[config.mk]
export PLATFORM = sky130hd
export DESIGN_NAME = sys_clk_gen
export DESIGN_NICKNAME = d
export VERILOG_FILES = /design/src/rtl/sys_clk_gen.sv
export SDC_FILE = /design/constraint.sdc
export NUM_CORES = 1
export LEC_CHECK = 0
export CAP_MARGIN = 0
export CORE_UTILIZATION = 30
export DETAILED_ROUTE_END_ITERATION = 7
export GPL_TIMING_DRIVEN = 1
export PLACE_DENSITY_LB_ADDON = 0.12
export SYNTH_ARGS = -nofsm -noshare
export SYNTH_HDL_FRONTEND = slang
export SYNTH_SLANG_ARGS = --single-unit
export TNS_END_PERCENT = 20
[constraint.sdc]
create_clock -name CLK -period 3.9 [get_ports CLK]
set_clock_uncertainty 0.2 [all_clocks]
set_input_delay 0.585 -clock CLK [delete_from_list [all_inputs] [get_ports CLK]]
set_output_delay 0.585 -clock CLK [all_outputs]
set_load 0.1 [all_outputs]
[src/rtl/sys_clk_gen.sv]
// Debounced single-step / auto-run pipeline clock generator driving SYS_clk.
// Define SYS_CLK_GEN_AUTORUN_EN to add the MODE_run/RATE_sel auto-run divider.
module sys_clk_gen #(
    parameter int unsigned DEBOUNCE_CYCLES = 500000,
    parameter int unsigned PULSE_WIDTH     = 4,
    parameter int unsigned BASE_PERIOD     = 12500000
) (
    input  logic        CLK,
    input  logic        RESET,
    input  logic        BTN_step,
    input  logic        MODE_run,
    input  logic [1:0]  RATE_sel,
    output logic        SYS_clk_out,
    output logic        STEP_en,
    output logic [15:0] CYCLE_count,
    output logic        BUSY
);

    localparam int unsigned CNT_W = (DEBOUNCE_CYCLES > 1) ? $clog2(DEBOUNCE_CYCLES) : 1;
    localparam logic [CNT_W-1:0] DEB_LAST   = CNT_W'(DEBOUNCE_CYCLES - 1);
    localparam logic [CNT_W-1:0] PULSE_LAST = CNT_W'(PULSE_WIDTH - 1);

    typedef enum logic [1:0] {
        IDLE         = 2'd0,
        DEBOUNCE     = 2'd1,
        STEP_HIGH    = 2'd2,
        WAIT_RELEASE = 2'd3
    } state_t;

    state_t           state, state_n;
    logic [CNT_W-1:0] cnt, cnt_n;
    logic             btn_meta, btn_s;
    logic             auto_active;
    logic             auto_fire;
    logic             sys_clk_c, step_en_c, busy_c;

    // Button synchronizer idles released (high)
    always_ff @(posedge CLK or negedge RESET) begin
        if (!RESET) begin
            btn_meta <= 1'b1;
            btn_s    <= 1'b1;
        end else begin
            btn_meta <= BTN_step;
            btn_s    <= btn_meta;
        end
    end

`ifdef SYS_CLK_GEN_AUTORUN_EN
    localparam longint unsigned MAX_DIV = 64'(BASE_PERIOD) * 64'd64;
    localparam int unsigned DIV_W = $clog2(MAX_DIV);
    localparam logic [DIV_W-1:0] LIM0 = DIV_W'(64'(BASE_PERIOD) - 64'd1);
    localparam logic [DIV_W-1:0] LIM1 = DIV_W'(64'(BASE_PERIOD) * 64'd4 - 64'd1);
    localparam logic [DIV_W-1:0] LIM2 = DIV_W'(64'(BASE_PERIOD) * 64'd16 - 64'd1);
    localparam logic [DIV_W-1:0] LIM3 = DIV_W'(MAX_DIV - 64'd1);

    logic             run_meta, run_s;
    logic [1:0]       rate_q;
    logic             rate_chg;
    logic [DIV_W-1:0] div, div_last;

    always_ff @(posedge CLK or negedge RESET) begin
        if (!RESET) begin
            run_meta <= 1'b0;
            run_s    <= 1'b0;
            rate_q   <= 2'd0;
        end else begin
            run_meta <= MODE_run;
            run_s    <= run_meta;
            rate_q   <= RATE_sel;
        end
    end

    assign rate_chg = (RATE_sel != rate_q);

    always_comb begin
        div_last = LIM0;
        case (rate_q)
            2'd0:    div_last = LIM0;
            2'd1:    div_last = LIM1;
            2'd2:    div_last = LIM2;
            default: div_last = LIM3;
        endcase
    end

    // Divider free-runs while auto-run is on so the step period is exact
    always_ff @(posedge CLK or negedge RESET) begin
        if (!RESET) begin
            div <= '0;
        end else if (!run_s || rate_chg || (div == div_last)) begin
            div <= '0;
        end else begin
            div <= div + DIV_W'(1);
        end
    end

    assign auto_active = run_s;
    assign auto_fire   = run_s && !rate_chg && (div == div_last);
`else
    logic unused_inputs;
    assign unused_inputs = ^{MODE_run, RATE_sel};
    assign auto_active   = 1'b0;
    assign auto_fire     = 1'b0;
`endif

    always_ff @(posedge CLK or negedge RESET) begin
        if (!RESET) begin
            state <= IDLE;
            cnt   <= '0;
        end else begin
            state <= state_n;
            cnt   <= cnt_n;
        end
    end

    // Next-state logic; cnt is shared by debounce, pulse and release timing
    always_comb begin
        state_n = state;
        cnt_n   = cnt;
        case (state)
            IDLE: begin
                if (auto_fire) begin
                    state_n = STEP_HIGH;
                    cnt_n   = '0;
                end else if (!auto_active && !btn_s) begin
                    state_n = DEBOUNCE;
                    cnt_n   = '0;
                end
            end
            DEBOUNCE: begin
                if (auto_active || btn_s) begin
                    state_n = IDLE;
                    cnt_n   = '0;
                end else if (cnt == DEB_LAST) begin
                    state_n = STEP_HIGH;
                    cnt_n   = '0;
                end else begin
                    cnt_n = cnt + CNT_W'(1);
                end
            end
            STEP_HIGH: begin
                if (cnt == PULSE_LAST) begin
                    state_n = auto_active ? IDLE : WAIT_RELEASE;
                    cnt_n   = '0;
                end else begin
                    cnt_n = cnt + CNT_W'(1);
                end
            end
            WAIT_RELEASE: begin
                if (auto_active) begin
                    state_n = IDLE;
                    cnt_n   = '0;
                end else if (!btn_s) begin
                    cnt_n = '0;
                end else if (cnt == DEB_LAST) begin
                    state_n = IDLE;
                    cnt_n   = '0;
                end else begin
                    cnt_n = cnt + CNT_W'(1);
                end
            end
            default: begin
                state_n = IDLE;
                cnt_n   = '0;
            end
        endcase
    end

    assign sys_clk_c = (state_n == STEP_HIGH);
    assign step_en_c = sys_clk_c && (state != STEP_HIGH);
    assign busy_c    = (state_n != IDLE);

    // Outputs registered from next state so they line up with the state register
    always_ff @(posedge CLK or negedge RESET) begin
        if (!RESET) begin
            SYS_clk_out <= 1'b0;
            STEP_en     <= 1'b0;
            BUSY        <= 1'b0;
            CYCLE_count <= 16'd0;
        end else begin
            SYS_clk_out <= sys_clk_c;
            STEP_en     <= step_en_c;
            BUSY        <= busy_c;
            if (step_en_c) begin
                CYCLE_count <= CYCLE_count + 16'd1;
            end
        end
    end

endmodule

==> impl_metrics.py, run 1 <==
metrics = {
    "outcome": {
        "status": "finished, final reports clean",
    },
    "global_routing": {
        "grt_pass1_wl_mm": 8.252,
        "track_usage": 0.1405,
        "grt-ovfl-total": 0,
        "grtUsageMet1": 0.1992,
        "met3_usage": 0.03033,
        "first_global_vias": 1638,
        "antenna_found_initial": 0,
        "grt_start_max_net_pins": 43,
        "top_usage_layer": "met2",
        "met2_usage": 0.2102,
    },
    "critical_path": {
        "worst-path-max-fanout": 5,
        "worstPathRequired_ps": 3120,
        "crit_path_end_kind": "output pin",
        "critical_path.slowest_cell": "clkdlybuf4s50_1",
        "cp_num_buf_inv": 1,
        "path_depth": 1,
        "critPathKind": "flip-flop to output pin",
        "critPathTopFamily": "buffers and inverters",
        "crit_path_max_incr_delay_ps": 1160,
        "crit_arrival_ps": 1890,
        "reg2reg_from": "cnt[0]$_DFFE_PN0P_",
        "reg2reg_setup_slack_ps": 1440,
        "critPathLaunchType": "flip-flop",
        "r2r_end": "cnt[11]$_DFFE_PN0P_",
        "ff2ff_path_depth": 6,
        "startpoint": "CYCLE_count[8]$_DFFE_PN0P_",
        "endpoint": "CYCLE_count[8]",
        "worstPathCellList": "clkdlybuf4s50_1",
    },
    "sta": {
        "finalCritPeriodShare": 0.6869,
        "drv_slew": 0,
        "fmax_ghz": 0.3733,
        "relSlewSlack": 0.3449,
        "rsz0062_at_grt": "false",
        "hold_viol_final": 0,
        "fin_crit_ps": 2679,
        "tns_ps": 0,
        "setup_ws_ps": 1221,
        "tightest_slew_ps": 979.6,
        "setup_viol": 0,
    },
    "power_and_ir_drop": {
        "p_comb_frac": 0.053,
        "p_leak_nw": 1.135,
        "p_sw_frac": 0.2340,
        "clock_power_share": 0.408,
        "finalPower_uw": 850.8,
        "power_frac_seq": 0.539,
        "ir_drop_mv": 0.1332,
        "p_sw_uw": 199.1,
        "powerDensity_nw_per_um2": 327.1,
        "power.internal_uw": 651.7,
    },
    "synth": {
        "synth_fa_ha_area_frac": 0.01145,
        "synth_top_family_by_area": "simple AND/OR/NAND/NOR gates",
        "synthXorXnorAreaFrac": 0.06415,
        "synth_cell_type_count": 43,
        "synth_area_sq_um": 2185,
        "synth_compound_area_frac": 0.1208,
        "syn_nets": 246,
        "ys_warn_count": 0,
        "syn_inst": 238,
        "ys_ff_latch": 42,
        "yosys.area_share.simple": 0.2806,
        "muxShareOfSynthArea": 0.005155,
        "synth.avg_cell_area_sq_um": 9.179,
        "ys_seq_area_frac": 0.4822,
    },
    "drt": {
        "drtIter0Drc": 84,
        "wirelength_mm": 4.820,
        "drc_errors": 0,
        "drtPass1Iterations": 4,
        "num_vias": 1734,
        "final_antenna_net_count": 0,
        "wl_per_cell_microns": 13.54,
        "drt-vias-per-instance": 4.871,
    },
    "die": {
        "core_area_sq_um": 6907,
        "die_area_sq_um": 7627,
        "start_util": 0.3163,
        "fp.dieH_microns": 87.34,
        "rows": 30,
        "boundaryPins": 25,
        "die_w_microns": 87.34,
    },
    "placement": {
        "place_inst": 348,
        "place_area_sq_um": 2491,
        "globalplace.congestion": 0.7265,
        "dp_hpwl_mm": 3.297,
        "post-place-ws_ps": 1450,
        "numPortBuffers": 21,
    },
    "clocking": {
        "clkTransAtPathRegs_ps": 80,
        "clockRootBuffer": "clkbuf_8",
        "cts_setup_buffers": 0,
        "clockBufferDepth": 2,
        "cts_resized": 0,
        "cts_sinks": 42,
        "numCtsBuffers": 5,
        "htree_num_levels": 2,
        "ctsHoldBuffers": 0,
        "cts_tree": "done",
        "clkLatencyLatePin_ps": 300,
    },
    "worst_hold_path": {
        "min_path_type": "flip-flop to flip-flop",
    },
    "layout": {
        "mostFrequentLayoutCell": "nand2_1",
        "fin_cells": 356,
        "drive_gt1_frac": 0.09615,
        "final_cell_mix": "nand2_1 (44), dfrtp_1 (40), clkdlybuf4s50_1 (20)",
        "area_growth_pct": 19.07,
        "final_nets": 267,
        "antenna_cells": 0,
        "final_area_sq_um": 2601,
    },
    "flow_run": {
        "maxCapViolCount": 0,
    },
}
-- metal layers --
metal	part of all wire	vias to the layer above	routed length, microns
li1	-	877	-
met1	0.52	825	2511
met2	0.43	24	2096
met3	0.029	8	140
met4	0.015	0	71
met5	0	-	0
-- cell families after synthesis --
family / after synthesis
buffers and inverters: 18
multiplexers: 1
XOR/XNOR: 16
adder cells (fa/ha/maj): 2
flip-flops: 42
AND/OR/NAND/NOR: 118
AO/OA/AOI/OAI: 41
-- power groups by stage --
stage	Sequential, mW	Combinational (mW)	Clock (mW)
6_report	0.459	0.0448	0.347
5_1_grt	0.461	0.0528	0.381
4_1_cts	0.459	0.0463	0.363
3_5_place_dp	0.468	0.0463	0
3_3_place_gp	0.467	0.0463	0
2_1_floorplan	0.467	0.0255	0
-- cells in the mapped netlist --
cell      count  share of area
a21boi_0      1         0.0034
a21oi_1       3         0.0069
a22oi_1       1         0.0034
a311oi_1      1         0.0040
and2_1        5          0.014
and3_1        2         0.0057
and3_2        3          0.010
and4_2        2         0.0092
buf_1         2         0.0034
buf_2         2         0.0046
buf_6         1         0.0052
clkbuf_1      5         0.0086
dfrtp_1      40           0.46
dfstp_2       2          0.024
ha_1          2          0.011
inv_1         8          0.014
mux2_2        1         0.0052
nand2_1      44          0.076
nand2b_1      1         0.0029
nand3_1      12          0.027
nand4_1       2         0.0057
nand4_4       1         0.0097
nor2_1       14          0.024
nor2_4        1         0.0052
nor2b_1       2         0.0057
nor3_1       12          0.027
nor3_2        1         0.0046
nor3b_1       1         0.0034
nor4_1        8          0.023
nor4b_1       1         0.0040
o211ai_1      3          0.010
o21a_1        3          0.010
o21ai_0      12          0.027
o21bai_1      1         0.0034
o221ai_1      1         0.0040
o22ai_1      11          0.032
o311ai_1      1         0.0040
o31a_1        3          0.012
or3_1         3         0.0086
or4_1         1         0.0034
or4_4         2          0.010
xnor2_1       4          0.016
xor2_1       12          0.048
-- registers in the layout (all words and copies together), names as in the netlist --
name / count
state: 2
CYCLE_count: 16
SYS_clk_out: 1
btn_meta: 1
btn_s: 1
STEP_en: 1
cnt: 19
BUSY: 1
-- worst min path at each step --
stage                            start               to  slack, ps  depth (start not counted)
finish              btn_meta$_DFF_PN1_  btn_s$_DFF_PN1_        150                          0
global route        btn_meta$_DFF_PN1_  btn_s$_DFF_PN1_        160                          0
CTS                 btn_meta$_DFF_PN1_  btn_s$_DFF_PN1_        160                          0
detailed placement  btn_meta$_DFF_PN1_  btn_s$_DFF_PN1_        150                          0
global placement    btn_meta$_DFF_PN1_  btn_s$_DFF_PN1_        150                          0
floorplan                        RESET   BUSY$_DFF_PN0_         90                          0
-- per-stage QoR --
step	utilization	hold WS, ps
after floorplan	-	89.41
after global routing	0.3766	157.7
after detailed placement	0.3607	148.1
final	0.3766	153.7
after global placement	0.3607	146.4
after CTS	0.3766	157.1
-- final cells by class --
class | instances | area [sq um]
clock inverters | 2 | 37.54
flip-flops and latches | 42 | 1054
multi-input cells | 178 | 1060
repair buffers | 24 | 227.7
inverters | 8 | 30.03
clock buffers | 6 | 72.57
fillers | 734 | 4305
well taps | 96 | 120.1
Power figures use the tool's default switching activity.
==> run 2: changes to the inputs <==
clock period = 2.6 ns   (was 3.9 ns; I/O delays follow)
==> run 2 against run 1 <==
  * Flip-flop and latch count unchanged
  * Clock power increased by 23%
  * Via count increased by 2.0%
  * Sequential power increased by 50%
  * Critical path depth increased by 4
  * Cell count increased by 2.5%
  * First-iteration DRC count decreased by 35%
  * Utilization increased by 0.16 points
  * Register-to-register slack got worse by 1100 ps
  * Combinational power increased by 70%
  * Global-route usage increased by 0.26 points
  * Worst hold slack improved by 5.1 ps
==> impl_metrics.py, run 2 (synthesized netlist as in run 1, its figures left out) <==
metrics = {
    "critical_path": {
        "crit_path_end_kind": "flip-flop",
        "r2r_end": "CYCLE_count[14]$_DFFE_PN0P_",
        "reg2reg_from": "cnt[11]$_DFFE_PN0P_",
        "reg2reg_setup_slack_ps": 300,
        "critPathLaunchType": "flip-flop",
        "worst-path-max-fanout": 15,
        "crit_path_max_incr_delay_ps": 550,
        "critPathKind": "flip-flop to flip-flop",
        "crit_arrival_ps": 2320,
        "worstPathCellList": "or4_4 -> nor2_4 -> nand4_4 -> nor4_1 -> xor2_1",
        "worstPathRequired_ps": 2620,
        "ff2ff_path_depth": 5,
        "critical_path.slowest_cell": "or4_4",
    },
    "sta": {
        "rsz0062_at_grt": "false",
        "setup_viol": 0,
        "finalCritPeriodShare": 0.8860,
        "setup_ws_ps": 296.5,
        "tightest_slew_ps": 716.9,
        "drv_slew": 0,
        "relSlewSlack": 0.5221,
        "tns_ps": 0,
        "fin_crit_ps": 2304,
        "hold_viol_final": 0,
        "fmax_ghz": 0.4341,
    },
    "global_routing": {
        "track_usage": 0.1430,
        "first_global_vias": 1668,
        "grt_start_max_net_pins": 29,
        "grt-ovfl-total": 0,
        "antenna_found_initial": 0,
        "grt_pass1_wl_mm": 8.452,
    },
    "layout": {
        "drive_gt1_frac": 0.1933,
        "antenna_cells": 0,
        "top_regs": "cnt: 19 flops, CYCLE_count: 16 flops, state: 2 flops",
        "largest_reg_flops": 19,
        "final_area_sq_um": 2613,
        "mostFrequentLayoutCell": "nand2_1",
        "final_cell_mix": "nand2_1 (44), dfrtp_1 (40), buf_4 (29)",
        "final_nets": 276,
        "largest_register": "cnt",
        "area_growth_pct": 19.59,
    },
    "clocking": {
        "clkTransAtPathRegs_ps": 80,
        "cts_resized": 0,
        "clkLatencyLatePin_ps": 300,
        "htree_num_levels": 2,
        "cts_tree": "done",
        "cts_setup_buffers": 0,
        "clockRootBuffer": "clkbuf_8",
        "ctsHoldBuffers": 1,
        "clockBufferDepth": 2,
        "numCtsBuffers": 5,
        "cts_sinks": 42,
    },
    "drt": {
        "wirelength_mm": 4.883,
        "drc_errors": 0,
        "drt-vias-per-instance": 4.847,
        "num_vias": 1769,
        "wl_per_cell_microns": 13.38,
        "final_antenna_net_count": 0,
        "drtIter0Drc": 55,
        "drtPass1Iterations": 4,
    },
    "die": {
        "core_area_sq_um": 6907,
        "die_area_sq_um": 7627,
        "boundaryPins": 25,
        "fp.dieH_microns": 87.34,
        "rows": 30,
        "start_util": 0.3163,
        "die_w_microns": 87.34,
    },
    "placement": {
        "dp_hpwl_mm": 3.486,
        "numPortBuffers": 21,
        "place_area_sq_um": 2516,
        "globalplace.congestion": 0.7715,
        "post-place-ws_ps": 302.5,
    },
    "worst_hold_path": {
        "hp-start": "btn_meta$_DFF_PN1_",
        "whs_path_depth": 0,
        "min_to": "btn_s$_DFF_PN1_",
        "min_path_type": "flip-flop to flip-flop",
    },
    "power_and_ir_drop": {
        "powerDensity_nw_per_um2": 456.5,
        "ir_drop_mv": 0.1610,
        "p_leak_nw": 1.216,
    },
    "flow_run": {
        "maxCapViolCount": 0,
    },
    "outcome": {
        "status": "finished, final reports clean",
    },
}
-- run 2: cell type report --
type,count,area (sq um)
flip-flops and latches,42,1054
multi-input cells,178,1060
inverters,8,30.03
clock buffers,6,72.57
repair buffers,33,262.8
well taps,96,120.1
clock inverters,2,13.76
fillers,751,4294
-- run 2: stage by stage --
step,utilization,total power [mW],hold WS (ps),std cells
final,0.3783,1.193,158.9,365
after floorplan,-,0.7387,-105.6,238
after global placement,0.3643,0.7788,146.0,356
after detailed placement,0.3643,0.7798,146.9,356
after CTS,0.3783,1.211,160.7,365
after global routing,0.3783,1.248,172.4,365
-- run 2: routing by layer --
metal / vias to the layer above / global-route usage / routed length (microns)
met5: - / 0 / 0
met2: 25 / 0.2081 / 2093
met1: 836 / 0.2095 / 2583
li1: 903 / - / -
met3: 5 / 0.02654 / 137
met4: 0 / 0.05365 / 68
-- run 2: worst max path at each step --
stage,from,endpoint,slack [ps]
after CTS,cnt[11]$_DFFE_PN0P_,CYCLE_count[14]$_DFFE_PN0P_,260
final,cnt[11]$_DFFE_PN0P_,CYCLE_count[14]$_DFFE_PN0P_,300
after global routing,cnt[11]$_DFFE_PN0P_,CYCLE_count[14]$_DFFE_PN0P_,120
after floorplan,CYCLE_count[4]$_DFFE_PN0P_,CYCLE_count[13]$_DFFE_PN0P_,230
after global placement,cnt[0]$_DFFE_PN0P_,cnt[11]$_DFFE_PN0P_,310
after detailed placement,cnt[0]$_DFFE_PN0P_,cnt[11]$_DFFE_PN0P_,300
-- run 2: where the power goes --
| group | switching, mW | internal (mW) | total, mW |
|---|---|---|---|
| registers | 0.0195 | 0.669 | 0.689 |
| logic | 0.0474 | 0.0289 | 0.0763 |
| clock network | 0.238 | 0.190 | 0.428 |
-- run 2: critical path: cells and delay by family (launching register included) --
kind / cells / cell delay, ps
xor gates and xnor gates: 1 / 180
and+or+nand+nor: 4 / 1410
DFF: 1 / 440
==> run 3: changes to the inputs <==
HOLD_SLACK_MARGIN = 0.03   (was unset)
SLEW_MARGIN = 15   (was unset)
==> results of run 3 <==
Final layout, timing and power as in run 2 (identical DEF).
==> variant, RTL diff (settings of run 2) <==
Change the parameter `DEBOUNCE_CYCLES` from 500000 to 250000.
--- a/src/rtl/sys_clk_gen.sv
+++ b/src/rtl/sys_clk_gen.sv
@@ -1,7 +1,7 @@
 // Debounced single-step / auto-run pipeline clock generator driving SYS_clk.
 // Define SYS_CLK_GEN_AUTORUN_EN to add the MODE_run/RATE_sel auto-run divider.
 module sys_clk_gen #(
-    parameter int unsigned DEBOUNCE_CYCLES = 500000,
+    parameter int unsigned DEBOUNCE_CYCLES = 250000,
     parameter int unsigned PULSE_WIDTH     = 4,
     parameter int unsigned BASE_PERIOD     = 12500000
 ) (
Behaviour: no difference found for any inputs over 10 cycles, from zero or initial values and one cycle with RESET low; that may be too few to reach the edited logic, so the function may still have changed.
==> variant against run 2 <==
- final area rose by 3.3%
- worst setup slack got worse by 110 ps
- wire length rose by 5.3%
- power rose by 6.9%
- synthesized area rose by 0.63%
- sequential cell count fell by 1
- critical endpoint is now CYCLE_count[1]$_DFFE_PN0P_
- final cell count rose by 2.2%
- sequential power fell by 3.2%
==> variant: results (changes against run 2) <==
stage	metric	value	unit	change
status	status	finished, final reports clean		
power_and_ir_drop	leakage	1.321	nW	+8.7%
synth	synthTopCellsByCount	42 x nand2_1, 39 x dfrtp_1, 16 x nor2_1		
cts	cts_buffers	5		unchanged
power_and_ir_drop	ir_drop	0.0002187	V	+36%
place	place_inst	364		+2.2%
worst_setup_path	ff2ff_path_depth	5		unchanged
sta	maxSlewHeadroom	51.85	%	-0.36 points
global_routing	grtUsageTotal	14.52	%	+0.22 points
cts	cts_buffer_depth	2		unchanged
worst_hold_path	hp-class	flip-flop to flip-flop		
finish	num_antenna_cells	0		unchanged
global_routing	antenna_found_initial	0		unchanged
cts	htreeDepth	2		unchanged
place	placed_area	2575	sq um	+2.3%
drt	drt-initial-drc-count	58		+5.5%
synth	synthMuxAreaShare	0.5122	%	-0.0032 points
synth	seq_area_frac_synth	46.78	%	-1.4 points
drt	wl_per_cell	13.79	um	+3.1%
drt	routed_wl	5143	um	+5.3%
global_routing	grt_max_degree	20		-31%
finish	final_nets	284		+2.9%
cts	clk_pin_slew	80	ps	about the same
worst_setup_path	crit_fanout	17		+2
drt	dr.pass1.iters	4		unchanged
synth	synthCells	238		unchanged
cts	clockRootBuffer	clkbuf_8		
synth	async_flop_share	100.0	%	unchanged
synth	synthesis.nets	246		unchanged
worst_setup_path	worstSetupStartpointType	flip-flop		
worst_setup_path	regToRegStartpoint	cnt[4]$_DFFE_PN0P_		
synth	synth_cell_types	40		-7.0%
finish	fillers	725		-3.5%
finish	drive_gt1_share	21.30	%	+2.0 points
global_routing	grt_pass1_vias	1689		+1.3%
synth	synth_compound_area_share	9.676	%	-2.4 points
worst_setup_path	path_delay_family	simple AND/OR/NAND/NOR gates		
worst_setup_path	critPathSlowestCell	or4_4		
worst_hold_path	whs_path_depth	0		unchanged
place	routabilityCongestion	0.7544		-2.2%
finish	top_regs	cnt: 18 flops, CYCLE_count: 16 flops, state: 2 flops		
global_routing	grt_pass1_wl	8473	um	+0.25%
synth	synthAdderAreaFrac	1.138	%	-0.0072 points
place	port_buffers	21		unchanged
worst_setup_path	arrival	2400	ps	+80 ps
worst_setup_path	cp_slowest_stage_delay	580	ps	+30 ps
synth	synthTopCellsByArea	dfrtp_1 44%, nand2_1 7.2%, xor2_1 4.8%		
drt	viasPerCell	4.941		+1.9%
synth	yosys.area_share.xor_xnor	6.773	%	+0.36 points
place	hpwl	3685	um	+5.7%
cts	clk_latency	300	ps	about the same
synth	yosysWarningCount	0		unchanged
finish	fin_util	38.85	%	+1.0 points
worst_hold_path	worstHoldStart	btn_meta$_DFF_PN1_		
synth	synthFlopType	dfrtp_1		
-- variant: kinds of logic (layout without fill, tap and decap cells) --
family | after synthesis | after routing
adders and majority gates | 2 | 2
and+or+nand+nor | 128 | 128
buffers and inverters | 16 | 55
muxes | 1 | 1
DFF | 41 | 41
xor gates and xnor gates | 17 | 17
AOI/OAI and AO/OA | 33 | 33
-- variant: layout make-up --
cell class	count	area share, %
Timing Repair Buffer	41	11.50
Inverter	6	0.8349
Tap cell	96	4.453
Clock buffer	6	2.690
Multi-Input combinational cell	181	41.09
Sequential cell	41	38.13
Clock inverter	2	1.299
-- variant: worst reg2reg max path, cell delays in order, from the launching register on --
cell and delay (ps):
dfrtp_1 450, or4_4 580, nor2_4 180, nand4b_4 290, nor2_1 260, mux2_2 350
-- variant: final timing paths --
check,endpoint,slack (ps)
worst min register to register,btn_s$_DFF_PN1_,160
worst min-delay path,btn_s$_DFF_PN1_,160
worst max-delay path,CYCLE_count[1]$_DFFE_PN0P_,180
worst max register to register,CYCLE_count[1]$_DFFE_PN0P_,180
min in group asynchronous,CYCLE_count[7]$_DFFE_PN0P_,300
max in group asynchronous,btn_meta$_DFF_PN1_,1280
-- variant: per-layer routing --
layer | global-route usage, % | vias up | wire (um)
met5 | 0 | - | 0
li1 | - | 921 | -
met2 | 22.94 | 25 | 2369
met3 | 2.922 | 3 | 150
met4 | 4.024 | 0 | 15
met1 | 20.26 | 894 | 2607
-- variant: timing repair --
action	CTS	global route
endpoints found under the hold margin	11	0
setup endpoints to repair	0	7
hold buffers	1	0
gates resized for setup	0	1
setup buffers	0	0
-- variant: power breakdown --
group	switching, mW	leakage, nW	total [mW]	internal, mW
Combinational	0.0586	0.707	0.0954	0.0368
Sequential	0.0127	0.559	0.667	0.654
Clock	0.228	0.0552	0.513	0.285
-- variant: metrics by stage --
stage	setup slack, ps	hold slack [ps]
floorplan	192.1	-105.6
global placement	165.6	98.02
detailed placement	144.5	100.0
CTS	129.0	162.9
global route	62.99	167.7
finish	183.0	160.1
